[src/rtl/phase_sequencer.sv]
// Beat-phase sequencer: one-hot phase strobes with run, halt and single-step.
// Counts retired instructions; stall freezes the current phase.
module phase_sequencer #(
  parameter int PHASES = 4,
  parameter int CNT_W  = 16
) (
  input  logic                       clk,
  input  logic                       reset,
  input  logic                       start,
  input  logic                       step,
  input  logic                       stall,
  input  logic                       halt_req,
  output logic [PHASES-1:0]          T,
  output logic [$clog2(PHASES)-1:0]  phase,
  output logic                       busy,
  output logic                       instr_done,
  output logic [CNT_W-1:0]           instr_cnt
);

  localparam int PW = $clog2(PHASES);

  typedef enum logic [1:0] {
    IDLE,
    RUN,
    STEP
  } state_t;

  state_t            state, state_d;
  logic [PHASES-1:0] t_d;
  logic [PW-1:0]     phase_d;
  logic              done_d;
  logic [CNT_W-1:0]  cnt_d;
  logic              last;

  assign last = T[PHASES-1];

  always_ff @(posedge clk or posedge reset) begin
    if (reset) begin
      state      <= IDLE;
      T          <= '0;
      phase      <= '0;
      busy       <= 1'b0;
      instr_done <= 1'b0;
      instr_cnt  <= '0;
    end else begin
      state      <= state_d;
      T          <= t_d;
      phase      <= phase_d;
      busy       <= |t_d;
      instr_done <= done_d;
      instr_cnt  <= cnt_d;
    end
  end

  always_comb begin
    state_d = state;
    t_d     = T;
    phase_d = phase;
    done_d  = 1'b0;
    cnt_d   = instr_cnt;
    unique case (state)
      IDLE: begin
        t_d     = '0;
        phase_d = '0;
        if (start) begin
          state_d = RUN;
          t_d     = PHASES'(1);
        end else if (step) begin
          state_d = STEP;
          t_d     = PHASES'(1);
        end
      end
      RUN, STEP: begin
        if (!stall) begin
          if (last) begin
            done_d = 1'b1;
            cnt_d  = instr_cnt + CNT_W'(1);
            // halt is only honoured here, at the boundary
            if (state == RUN && !halt_req) begin
              t_d     = PHASES'(1);
              phase_d = '0;
            end else begin
              state_d = IDLE;
              t_d     = '0;
              phase_d = '0;
            end
          end else begin
            t_d     = T << 1;
            phase_d = phase + PW'(1);
          end
        end
      end
      default: begin
        state_d = IDLE;
        t_d     = '0;
        phase_d = '0;
      end
    endcase
  end

endmodule

[config.mk]
export PLATFORM = sky130hd
export DESIGN_NAME = phase_sequencer
export DESIGN_NICKNAME = d
export VERILOG_FILES = /design/src/rtl/phase_sequencer.sv
export SDC_FILE = /design/constraint.sdc
export NUM_CORES = 1
export LEC_CHECK = 0
export ABC_AREA = 1
export BUFFER_PORTS_ARGS = -buffer_cell sky130_fd_sc_hd__buf_2
export CORE_MARGIN = 8
export CORE_UTILIZATION = 29
export DETAILED_ROUTE_END_ITERATION = 16
export MAX_ROUTING_LAYER = met4
export PLACE_DENSITY = 0.52
export SLEW_MARGIN = 20
export SYNTH_ARGS = -nofsm -noshare
export SYNTH_HDL_FRONTEND = slang
export SYNTH_SLANG_ARGS = --single-unit
export TNS_END_PERCENT = 100
[constraint.sdc]
create_clock -name clk -period 1.7 [get_ports clk]
set_clock_uncertainty 0.1 [all_clocks]
set_input_delay 0.34 -clock clk [delete_from_list [all_inputs] [get_ports clk]]
set_output_delay 0.34 -clock clk [all_outputs]
set_load 0.02 [all_outputs]
==> out/qor.yml <==
ys_types: 23
multiInputGateArea_um2: 608
placed_area_um2: 1570
core_um2: 4380
regArea_um2: 651
num_antenna_cells: 0
worst_slew_pin_slew_ps: 330
crit_chain: "inv_2 > ha_4 > nand3_4 > nor2_4 > nand2_4 > nor2_2 > nand2_1 > nand2_1 > inv_1"
outcome: "finished clean"
critical_path_class: "reg -> reg"
path_clk_slew_ps: 90
cp_slowest_cell: "dfrtp_1"
netlist_area_um2: 1330
p_sw_uw: 603
num_vias: 1040
cpMostUsedCell: "nand2_1"
fill_cells: 470
final_nets: 202
globalplace.congestion: 0.829
start_kind: "flop"
seq_area_frac_synth_pct: 49.1
maxSlewHeadroom_pct: 78.0
htreeDepth: 1
gr-total-overflow: 0
port_buffers: 29
cts_root_buf: "clkbuf_8"
netlist.top_cell.by_area: "dfrtp_1"
io_pins: 30
drt_iter0_drc: 43
synth_edf_count: 0
final_util_pct: 37.5
hold_class: "in -> async"
die_h_um: 83.6
slowest_delay_ps: 390
slew_violations: 0
fin_crit_ps: 1550
yosysWarnings: 0
final_area_um2: 1650
period_share_pct: 91.1
grt_pass1_wl_um: 4840
power_density_nw_per_um2: 1040
max_cap_violations: 0
synth_top_cell_area_share_pct: 49.1
cts_tree: "done"
syn_inst: 151
grt_usage_pct: 8.33
crit_family: "simple AND/OR/NAND/NOR gates"
firstDrtPassIters: 4
start_util_pct: 30.2
clkPwrFrac_pct: 20.0
area_growth_pct: 24.2
setup_violations: 0
grt_pass1_vias: 1092
drt-total-wl_um: 2780
power.internal_uw: 1110
clk_latency_ps: 260
cts_buffers: 3
dp_hpwl_um: 2180
rsz0062_at_grt: "false"
hold_violations: 0
numClockSinks: 26
syn-num-nets: 161
setup_tns_ps: 0
synth-seq-cells: 26
drive_gt1_share_pct: 29.5
cp.arrival_ps: 1620
placementRows: 24
via_per_inst: 4.30
critPathBufInv: 2
route.detailed.wl_per_inst_um: 11.5
required_ps: 1770
synth_area_leaders: "dfrtp_1 49%, nand2_1 11%, inv_1 5.9%, nor2_1 4.8%, xnor2_1 4.6%"
synthTopCellsByCount: "38 x nand2_1, 26 x dfrtp_1, 21 x inv_1"
cts_buffer_depth: 2
synthFlopType: "dfrtp_1"
antenna_found_initial: 0
ys_async_sr_fraction_pct: 100
p_leak_uw: 0.000892
syn_area_per_cell_um2: 8.77
grt_max_degree: 27
pwr-share-comb_pct: 35.5
fmax_ghz: 0.645
die-area_um2: 6990
crit_path_end_kind: "flop"
drc_errors: 0
sequentialPowerShare_pct: 44.5
switching_share_pct: 35.3
antenna_left: 0
power.ir.vdd_worst_uv: 438
die_width_um: 83.6
path_max_fanout: 5
synth_most_common_cell: "nand2_1"
==> registers in the layout, indices dropped and copies added, names as in the netlist <==
| name | count |
|---|---|
| T | 4 |
| instr_cnt | 16 |
| busy | 1 |
| state | 2 |
| phase | 2 |
| instr_done | 1 |
==> metrics by stage <==
| step | total power [uW] | setup slack, ps | hold slack, ps | cells |
|---|---|---|---|---|
| after floorplan | 1140 | 79.3 | 280 | 151 |
| after global placement | 1340 | 119 | 322 | 236 |
| after detailed placement | 1340 | 77.8 | 324 | 236 |
| after CTS | 1690 | 67.5 | 29.4 | 239 |
| after global routing | 1840 | 10.7 | 47.2 | 242 |
| final | 1710 | 151 | 9.75 | 242 |
==> worst paths after layout <==
path                       slack, ps      endpoint     start  cells after the start
hold / removal                    10  instr_cnt[9]     reset                      3
min in group clk                 240      state[0]     start                      3
hold reg to reg                  360      phase[1]  phase[1]                      1
max in group asynchronous       1240  instr_cnt[1]     reset                      3
setup / recovery                 150  instr_cnt[9]  state[1]                      9
setup reg to reg                 150  instr_cnt[9]  state[1]                      9
==> layout by cell type, fill, tap and decap left out, types with 2 or more instances in the layout <==
| cell | instances |
|---|---|
| nand2_1 | 38 |
| buf_2 | 29 |
| dfrtp_1 | 26 |
| inv_1 | 20 |
| nor2_1 | 17 |
| xnor2_1 | 7 |
| buf_4 | 7 |
| o21ai_0 | 5 |
| nand3_1 | 5 |
| nor2_4 | 3 |
| xor2_1 | 3 |
| nor2_2 | 3 |
| o21ai_1 | 3 |
| ha_1 | 3 |
| clkbuf_8 | 3 |
| inv_2 | 2 |
| a21oi_1 | 2 |
| nand3_4 | 2 |
| nor3_1 | 2 |
| a22oi_1 | 2 |
==> power by group through the flow <==
stage | sequential [uW] | combinational (uW) | clock, uW
after floorplan | 847 | 296 | 0
after global placement | 771 | 571 | 0
after detailed placement | 767 | 571 | 0
after CTS | 759 | 569 | 358
after global routing | 773 | 688 | 378
final | 761 | 606 | 341
==> tightest hold or removal path, stage by stage <==
cell   delay [ps]
buf_2          90
inv_1          40
buf_4         310
==> cell families after synthesis <==
group                      after synthesis  synth area share [%]
xor gates and xnor gates                10                  6.61
buffers and inverters                   22                  6.23
AOI/OAI and AO/OA                       14                  6.14
and+or+nand+nor                         75                  28.1
adders and majority gates                4                  3.78
DFF                                     26                  49.1
==> final cells by class <==
| type | instances | share of cell area (%) |
|---|---|---|
| Clock buffer | 3 | 2.51 |
| Multi-Input combinational cell | 103 | 37.0 |
| Sequential cell | 26 | 39.5 |
| Inverter | 22 | 5.02 |
| Tap cell | 52 | 3.95 |
| Timing Repair Buffer | 36 | 12.0 |
==> routing by layer <==
metal,vias to the layer above,routed length (um),GRT usage (%)
met5,-,0,-
met4,0,34,3.77
met3,2,98,1.86
met2,14,1320,13.1
met1,475,1330,9.87
li1,549,-,-
==> timing repair <==
action                                  in CTS  in global routing
resized for setup                            0                  3
setup buffers                                0                  3
hold endpoints to repair                     0                  0
endpoints found under the setup margin       0                  7
hold buffers                                 0                  0
(Power assumes the default switching activity.)
